==> config.mk <==
export PLATFORM = sky130hd
export DESIGN_NAME = mem_port_arbiter
export DESIGN_NICKNAME = d
export VERILOG_FILES = /design/src/rtl/mem_port_arbiter.sv
export SDC_FILE = /design/constraint.sdc
export NUM_CORES = 1
export LEC_CHECK = 0
export CAP_MARGIN = 20
export CORE_MARGIN = 10
export CORE_UTILIZATION = 40
export CTS_CLUSTER_SIZE = 40
export DETAILED_ROUTE_END_ITERATION = 8
export PLACE_DENSITY = 0.87
export SYNTH_ARGS = -nofsm -noshare
export SYNTH_HDL_FRONTEND = slang
export SYNTH_SLANG_ARGS = --single-unit
==> constraint.sdc <==
create_clock -name clk_i -period 4.5 [get_ports clk_i]
set_input_delay 0.9 -clock clk_i [delete_from_list [all_inputs] [get_ports clk_i]]
set_output_delay 0.9 -clock clk_i [all_outputs]
set_load 0.01 [all_outputs]
==> src/rtl/mem_port_arbiter.sv <==
// Shares one memory port between fetch, load and store-drain requesters, with
// one transaction outstanding, fetch anti-starvation and flush-kill of read responses.
`default_nettype none

module mem_port_arbiter #(
  parameter int STARVE_MAX = 4
) (
  input  logic        clk_i,
  input  logic        rstn_i,

  input  logic        if_req_i,
  input  logic [31:0] if_addr_i,
  output logic        if_gnt_o,
  output logic        if_rvalid_o,
  output logic [31:0] if_rdata_o,

  input  logic        ld_req_i,
  input  logic [31:0] ld_addr_i,
  output logic        ld_gnt_o,
  output logic        ld_rvalid_o,
  output logic [31:0] ld_rdata_o,

  input  logic        st_req_i,
  input  logic [31:0] st_addr_i,
  input  logic [31:0] st_data_i,
  input  logic [3:0]  st_be_i,
  input  logic        st_urgent_i,
  output logic        st_gnt_o,

  input  logic        flush_i,

  output logic        mem_req_o,
  output logic        mem_we_o,
  output logic [31:0] mem_addr_o,
  output logic [31:0] mem_wdata_o,
  output logic [3:0]  mem_be_o,
  input  logic        mem_gnt_i,
  input  logic        mem_rvalid_i,
  input  logic [31:0] mem_rdata_i,

  output logic        busy_o
);

  localparam int CW = $clog2(STARVE_MAX + 1);
  localparam logic [CW-1:0] STARVE_LIMIT = CW'(STARVE_MAX);

  typedef enum logic [1:0] {IDLE = 2'd0, REQ = 2'd1, WAIT = 2'd2} state_t;
  typedef enum logic [1:0] {OWN_IF = 2'd0, OWN_LD = 2'd1, OWN_ST = 2'd2} owner_t;

  state_t        state, next_state;
  owner_t        owner, winner;
  logic          win_valid;
  logic          fetch_ok, load_ok;
  logic          grant;
  logic [31:0]   addr, wdata, rdata;
  logic [3:0]    be;
  logic          we;
  logic          kill;
  logic [CW-1:0] starve;
  logic          if_rvalid, ld_rvalid;

  // A flush in IDLE makes the (now wrong-path) fetch/load ineligible.
  assign fetch_ok = if_req_i & ~flush_i;
  assign load_ok  = ld_req_i & ~flush_i;

  always_comb begin
    winner    = OWN_IF;
    win_valid = 1'b1;
    if (st_req_i && st_urgent_i)              winner = OWN_ST;
    else if (fetch_ok && starve == STARVE_LIMIT) winner = OWN_IF;
    else if (load_ok)                         winner = OWN_LD;
    else if (st_req_i)                        winner = OWN_ST;
    else if (fetch_ok)                        winner = OWN_IF;
    else                                      win_valid = 1'b0;
  end

  always_comb begin
    next_state = state;
    case (state)
      IDLE:    if (win_valid) next_state = REQ;
      REQ:     if (mem_gnt_i) next_state = (owner == OWN_ST) ? IDLE : WAIT;
      WAIT:    if (mem_rvalid_i) next_state = IDLE;
      default: next_state = IDLE;
    endcase
  end

  always_ff @(posedge clk_i or negedge rstn_i) begin
    if (!rstn_i) begin
      state     <= IDLE;
      owner     <= OWN_IF;
      addr      <= '0;
      wdata     <= '0;
      be        <= '0;
      we        <= 1'b0;
      kill      <= 1'b0;
      starve    <= '0;
      rdata     <= '0;
      if_rvalid <= 1'b0;
      ld_rvalid <= 1'b0;
    end else begin
      state <= next_state;

      if (state == IDLE && win_valid) begin
        owner <= winner;
        we    <= (winner == OWN_ST);
        wdata <= (winner == OWN_ST) ? st_data_i : 32'd0;
        be    <= (winner == OWN_ST) ? st_be_i : 4'd0;
        case (winner)
          OWN_LD:  addr <= ld_addr_i;
          OWN_ST:  addr <= st_addr_i;
          default: addr <= if_addr_i;
        endcase
        if (winner == OWN_IF)
          starve <= '0;
        else if (if_req_i && starve != STARVE_LIMIT)
          starve <= starve + 1'b1;
      end

      if (next_state == IDLE)
        kill <= 1'b0;
      else if (flush_i && state != IDLE && owner != OWN_ST)
        kill <= 1'b1;

      // A flush coinciding with the response kills it too.
      if_rvalid <= (state == WAIT) && mem_rvalid_i && !kill && !flush_i && (owner == OWN_IF);
      ld_rvalid <= (state == WAIT) && mem_rvalid_i && !kill && !flush_i && (owner == OWN_LD);
      if (state == WAIT && mem_rvalid_i)
        rdata <= mem_rdata_i;
    end
  end

  assign grant       = (state == REQ) && mem_gnt_i;
  assign if_gnt_o    = grant && (owner == OWN_IF);
  assign ld_gnt_o    = grant && (owner == OWN_LD);
  assign st_gnt_o    = grant && (owner == OWN_ST);

  assign if_rvalid_o = if_rvalid;
  assign ld_rvalid_o = ld_rvalid;
  assign if_rdata_o  = rdata;
  assign ld_rdata_o  = rdata;

  assign mem_req_o   = (state == REQ);
  assign mem_we_o    = we && (state == REQ);
  assign mem_addr_o  = addr;
  assign mem_wdata_o = wdata;
  assign mem_be_o    = be;

  assign busy_o      = (state != IDLE);

endmodule

`default_nettype wire

==> results of run 1 <==
## layer usage
| layer | GRT usage | wire [um] |
|---|---|---|
| met1 | 0.1936 | 6856 |
| met2 | 0.3268 | 9364 |
| met3 | 0.06522 | 1732 |
| met4 | 0.06489 | 529 |
| met5 | 0 | 0 |
## worst register-to-register path: stages, from the launching register on
cell and delay [ns]:
dfrtp_1 0.40, inv_1 0.06, ha_1 0.24, a31oi_1 0.16, o31a_1 0.20, inv_1 0.08, ha_2 0.77, buf_4 0.34
a21oi_1 0.09, mux2_4 0.26
## synth_stat cells, types with 2 or more instances
master	number	area [um2]
buf_6	4	45.04
a21oi_1	34	170.2
nand2b_1	4	25.02
nand2_1	40	150.1
mux2_1	34	382.9
a31oi_1	4	25.02
mux2_4	34	510.5
ha_1	5	62.56
dfrtp_1	111	2778
mux2i_1	36	360.4
inv_1	43	161.4
a22oi_1	32	240.2
nor3_1	2	10.01
nor2_1	36	135.1
buf_2	7	35.03
buf_4	36	270.3
clkbuf_1	13	48.80
## worst max-delay path by stage
stage | endpoint | start | cells past startpoint | slack, ns
3_3_place_gp | mem_addr_o[20] | if_req_i | 8 | 0.91
3_5_place_dp | mem_addr_o[22] | if_req_i | 8 | 0.98
4_1_cts | if_gnt_o | mem_gnt_i | 4 | 1.19
2_1_floorplan | mem_addr_o[31] | if_req_i | 8 | 2.04
5_1_grt | if_gnt_o | mem_gnt_i | 4 | 1.14
6_report | if_gnt_o | mem_gnt_i | 4 | 1.24
## final cells by class
type,count,area share
tap,180,0.02519
clock buffer,12,0.02981
timing repair buffer,321,0.3617
sequential,111,0.3107
multi-input combinational,277,0.2498
clock inverter,2,0.004339
inverter,44,0.01847
## registers in the layout (all words and copies together), names as in the netlist
name / flops
owner: 2
kill: 1
we: 1
mem_wdata_o: 32
starve: 3
mem_be_o: 4
mem_addr_o: 32
if_rvalid_o: 1
state: 2
ld_rvalid_o: 1
if_rdata_o: 32
## logic make-up (layout without fill, tap and decap cells)
group / count (synthesis) / in the layout / share of synthesized area
adder cells (fa/ha/maj): 5 / 5 / 0.01125
flip-flops: 111 / 111 / 0.4993
AO/OA/AOI/OAI: 78 / 78 / 0.09402
buffers and inverters: 105 / 379 / 0.1021
multiplexers: 104 / 104 / 0.2254
AND/OR/NAND/NOR: 90 / 90 / 0.06793
## report_power, final
| part | total [mW] | leakage (nW) | switching [mW] | internal, mW |
|---|---|---|---|---|
| sequential | 1.82 | 1.39 | 0.333 | 1.49 |
| clock | 0.826 | 0.151 | 0.352 | 0.474 |
| combinational | 2.97 | 2.28 | 1.18 | 1.79 |
| total | 5.62 | 3.82 | 1.87 | 3.75 |
## cells in the final DEF (no fill, tap or decap), types with 2 or more instances in the layout
master,count
a22oi_1,32
ha_1,3
clkbuf_8,3
nor2_1,36
nand2b_1,4
a21oi_1,33
a31oi_1,4
buf_12,2
mux2i_1,36
nand2_1,40
clkdlybuf4s50_1,311
mux2_4,34
clkbuf_16,9
dfrtp_1,111
inv_1,43
nor3_1,2
mux2_1,34
ha_2,2
buf_4,7
## metrics by stage
stage	utilization	instances	hold WS, ns
2_1_floorplan	-	493	0.4556
3_3_place_gp	0.6249	932	0.4712
3_5_place_dp	0.6269	933	0.4834
4_1_cts	0.6491	947	0.5006
5_1_grt	0.6491	947	0.5172
6_report	0.6491	947	0.4959
==> results.json, run 1 <==
{
  "status": "complete, no violations",
  "crit_top_cell": "clkdlybuf4s50_1",
  "cts_buffer_depth": 2,
  "dp_hpwl_um": 14730,
  "grt-ovfl-total": 0,
  "initialDrtViolationCount": 248,
  "min_from": "mem_addr_o[31]",
  "p_leak_nw": 3.822,
  "clk_pin_slew_ns": 0.07,
  "crit_buf_inv": 2,
  "yosys_warnings": 0,
  "worst-setup-path-type": "primary input to primary output",
  "design_area_um2": 8940,
  "synth_area_um2": 5563,
  "worst_setup_path_end_kind": "primary output",
  "clock-skew-final_ns": 0.006795,
  "worst_ep_arrival_time_ns": 2.36,
  "rsz0062_at_grt": "no",
  "r2r-end": "mem_addr_o[27]",
  "rows": 43,
  "grt_pass1_vias": 4969,
  "drt_pass1_iterations": 4,
  "ys_seq_elements": 111,
  "wl_per_cell_um": 19.52,
  "startpoint_type": "primary input",
  "crit_required_ns": 3.60,
  "root_buffer": "clkbuf_16",
  "peakVddDrop_v": 0.0003563,
  "ys_seq_area_frac": 0.4993,
  "regArea_um2": 2778,
  "path_delay_family": "buffers and inverters",
  "portBuffers": 312,
  "hold_viol": 0,
  "cts_tree": "yes",
  "ant_nets": 0,
  "synth-edff-count": 0,
  "clk_latency_ns": 0.34,
  "min_to": "mem_addr_o[31]",
  "vias": 4630,
  "pin_count": 313,
  "max_stage_delay_ns": 0.63,
  "postCtsSetupRepairBufs": 0,
  "reg2reg_from": "starve[0]",
  "pre_cts_ws_ns": 0.9820,
  "via_per_inst": 4.889,
  "ys.flop_type": "dfrtp_1",
  "grt_antenna_before_repair": 0,
  "crit_slowest_cell": "clkdlybuf4s50_1",
  "relSlewSlack": 0.5144,
  "clock_sinks": 111,
  "multi_input_area_um2": 2233,
  "remaining_drc_errors": 0,
  "syn_avg_cell_area_um2": 11.28,
  "reg2regPathDepth": 9,
  "grtUsageTotal": 0.1826,
  "slew_violations": 0,
  "syn_nets": 671,
  "netlist_instances": 493,
  "synthArstFlopShare": 1.000,
  "drv_cap": 0,
  "die_area_um2": 19020,
  "hold_path_class": "flip-flop to flip-flop",
  "finalSetupViolCount": 0,
  "chipHeight_um": 137.9,
  "num-fill-cells": 1107,
  "synth.distinct_cells": 35,
  "placed_cell_area_um2": 8635,
  "cts_resized": 0,
  "worst_pin_slew_ns": 0.7285,
  "die_x_um": 137.9,
  "grt_pass1_wl_um": 26900,
  "fin_total_pwr_mw": 5.619,
  "final_nets": 942,
  "powerDensity_nw_per_um2": 628.6,
  "cts_max_level": 3,
  "start_util": 0.4039,
  "fmax_mhz": 306.7,
  "period_share": 0.7244,
  "min_path_cells": 1,
  "grt_max_degree": 56,
  "place_congestion": 0.7994,
  "syn_to_final_growth_pct": 60.71,
  "routed_wl_um": 18480,
  "r2r_slack_ns": 1.79,
  "fin_crit_ns": 3.260,
  "worstPathCellList": "clkdlybuf4s50_1, nand2_1, nor3_1, clkdlybuf4s50_1",
  "layout-drive-gt1-share": 0.08344,
  "core_region_area_um2": 13770,
  "crit_fanout": 3,
  "tns_ns": 0,
  "cts_hold_buf": 0,
  "final.setup.worst_slack_ns": 1.240,
  "n_antenna_cell": 0,
  "cts_buffers": 9
}
No activity file was read; power rests on OpenSTA's default activity.
==> run 2: changes to the inputs <==
--- a/config.mk
+++ b/config.mk
@@ -7,10 +7,10 @@
 export LEC_CHECK = 0
 export CAP_MARGIN = 20
 export CORE_MARGIN = 10
-export CORE_UTILIZATION = 40
+export CORE_UTILIZATION = 39
 export CTS_CLUSTER_SIZE = 40
 export DETAILED_ROUTE_END_ITERATION = 8
-export PLACE_DENSITY = 0.87
+export PLACE_DENSITY = 0.85
 export SYNTH_ARGS = -nofsm -noshare
 export SYNTH_HDL_FRONTEND = slang
 export SYNTH_SLANG_ARGS = --single-unit
==> constraint.sdc (replaced) <==
create_clock -name clk_i -period 3.3 [get_ports clk_i]
set_input_delay 0.66 -clock clk_i [delete_from_list [all_inputs] [get_ports clk_i]]
set_output_delay 0.66 -clock clk_i [all_outputs]
set_load 0.01 [all_outputs]
==> run 2 against run 1 <==
Sequential share of layout area about the same. Combinational power up 37%. Worst hold slack worse by 0.18 ns. Non-clock buffer count unchanged. Clock skew up 0.0023 ns. Core utilization down 0.80 points. Flip-flop and latch count unchanged. Count of clock-buffer cells in the layout down 2. Highest routed layer unchanged.
==> results.json, run 2 (same netlist as run 1, synthesis figures left out) <==
{
  "status": "complete, no violations",
  "core_region_area_um2": 13930,
  "crit_required_ns": 3.59,
  "grt_antenna_before_repair": 0,
  "syn_to_final_growth_pct": 60.59,
  "hold_viol": 0,
  "portBuffers": 312,
  "layout-drive-gt1-share": 0.08583,
  "hold_path_class": "primary input to asynchronous set/reset pin",
  "num-fill-cells": 1035,
  "worst-setup-path-type": "primary input to flip-flop",
  "vias": 4692,
  "routed_wl_um": 18150,
  "start_util": 0.3992,
  "ant_nets": 0,
  "clk_pin_slew_ns": 0.07,
  "cts_resized": 0,
  "worst_pin_slew_ns": 0.6270,
  "worstPathCellList": "clkdlybuf4s50_1, nand3_1, and4b_1, inv_1, ha_2, buf_4, a22oi_1, a21oi_1, mux2_4",
  "rsz0062_at_grt": "no",
  "chipHeight_um": 139.4,
  "peakVddDrop_v": 0.0004330,
  "die_area_um2": 19440,
  "drv_cap": 0,
  "finalSetupViolCount": 0,
  "grt-ovfl-total": 0,
  "worst_ep_arrival_time_ns": 3.12,
  "remaining_drc_errors": 0,
  "final_nets": 942,
  "p_leak_nw": 3.815,
  "crit_buf_inv": 3,
  "clk_latency_ns": 0.35,
  "cts_hold_buf": 0,
  "grt_pass1_wl_um": 28490,
  "clock_sinks": 111,
  "relSlewSlack": 0.5820,
  "grt_pass1_vias": 5214,
  "cts_buffer_depth": 2,
  "startpoint_type": "primary input",
  "cts_tree": "yes",
  "crit_fanout": 28,
  "cts_buffers": 9,
  "max_stage_delay_ns": 0.62,
  "postCtsSetupRepairBufs": 0,
  "root_buffer": "clkbuf_16",
  "final-instance-count-excl-fill": 949,
  "slew_violations": 0,
  "mostFrequentLayoutCell": "clkdlybuf4s50_1",
  "place_congestion": 0.9046,
  "cts_max_level": 3,
  "fmax_mhz": 352.4,
  "period_share": 0.8599,
  "clock-skew-final_ns": 0.009063,
  "worst_setup_path_end_kind": "flip-flop",
  "grtUsageTotal": 0.1803,
  "fin_crit_ns": 2.838,
  "pin_count": 313,
  "tns_ns": 0,
  "dp.cells": 933,
  "via_per_inst": 4.944,
  "path_delay_family": "buffers and inverters",
  "grt_max_degree": 66,
  "crit_slowest_cell": "clkdlybuf4s50_1",
  "drt_pass1_iterations": 4,
  "final_cell_mix": "311 x clkdlybuf4s50_1, 111 x dfrtp_1, 43 x inv_1",
  "die_x_um": 139.4,
  "rows": 43,
  "n_antenna_cell": 0,
  "initialDrtViolationCount": 277,
  "powerDensity_nw_per_um2": 858.7,
  "wl_per_cell_um": 19.13,
  "dp_hpwl_um": 14540
}
-- run 2: layer usage --
metal	part of all wire	global-route usage	up-vias
met5	0	0	-
met4	0.027	0.06919	0
met3	0.096	0.07452	34
met2	0.52	0.3207	229
met1	0.35	0.1838	2247
li1	-	-	2182
-- run 2: final timing paths --
check | start | end | slack [ns] | cells after the start
setup / recovery | if_req_i | mem_addr_o[28] | 0.46 | 9
hold / removal | rstn_i | if_rdata_o[24] | 0.32 | 1
setup reg to reg | starve[0] | mem_addr_o[28] | 0.71 | 10
hold reg to reg | we | we | 0.49 | 1
max in group asynchronous | rstn_i | if_rdata_o[5] | 2.20 | 2
min in group clk_i | we | we | 0.49 | 1
-- run 2: report_power, final --
part | switching, mW | total, mW | internal, mW
clock network | 0.495 | 1.11 | 0.612
logic | 1.63 | 4.07 | 2.44
registers | 0.462 | 2.49 | 2.03
-- run 2: metrics by stage --
stage	util	setup slack (ns)	hold WS [ns]	cell area [um2]	total power, mW
after floorplan	-	1.080	0.3644	5563	4.525
after global placement	0.6191	0.3512	0.4756	8627	6.510
after detailed placement	0.6191	0.1465	0.4775	8627	6.635
after CTS	0.6411	0.4801	0.3361	8934	7.782
after global routing	0.6411	0.3537	0.3656	8934	8.114
final	0.6411	0.4624	0.3184	8934	7.671
-- run 2: cell type report --
type	instances	area, um2	area share
Clock inverter	6	67.56	0.007563
Inverter	44	165.2	0.01849
Tap cell	180	225.2	0.02521
Multi-Input combinational cell	277	2233	0.2500
Timing Repair Buffer	321	3226	0.3611
Sequential cell	111	2778	0.3109
Clock buffer	10	239.0	0.02675
==> run 3: changes to the inputs <==
--- a/config.mk
+++ b/config.mk
@@ -5,12 +5,12 @@
 export SDC_FILE = /design/constraint.sdc
 export NUM_CORES = 1
 export LEC_CHECK = 0
-export CAP_MARGIN = 20
 export CORE_MARGIN = 10
 export CORE_UTILIZATION = 39
 export CTS_CLUSTER_SIZE = 40
 export DETAILED_ROUTE_END_ITERATION = 8
 export PLACE_DENSITY = 0.85
+export SKIP_LAST_GASP = 1
 export SYNTH_ARGS = -nofsm -noshare
 export SYNTH_HDL_FRONTEND = slang
 export SYNTH_SLANG_ARGS = --single-unit
==> results of run 3 <==
No change in the layout: final DEF, timing and power equal those of run 2.
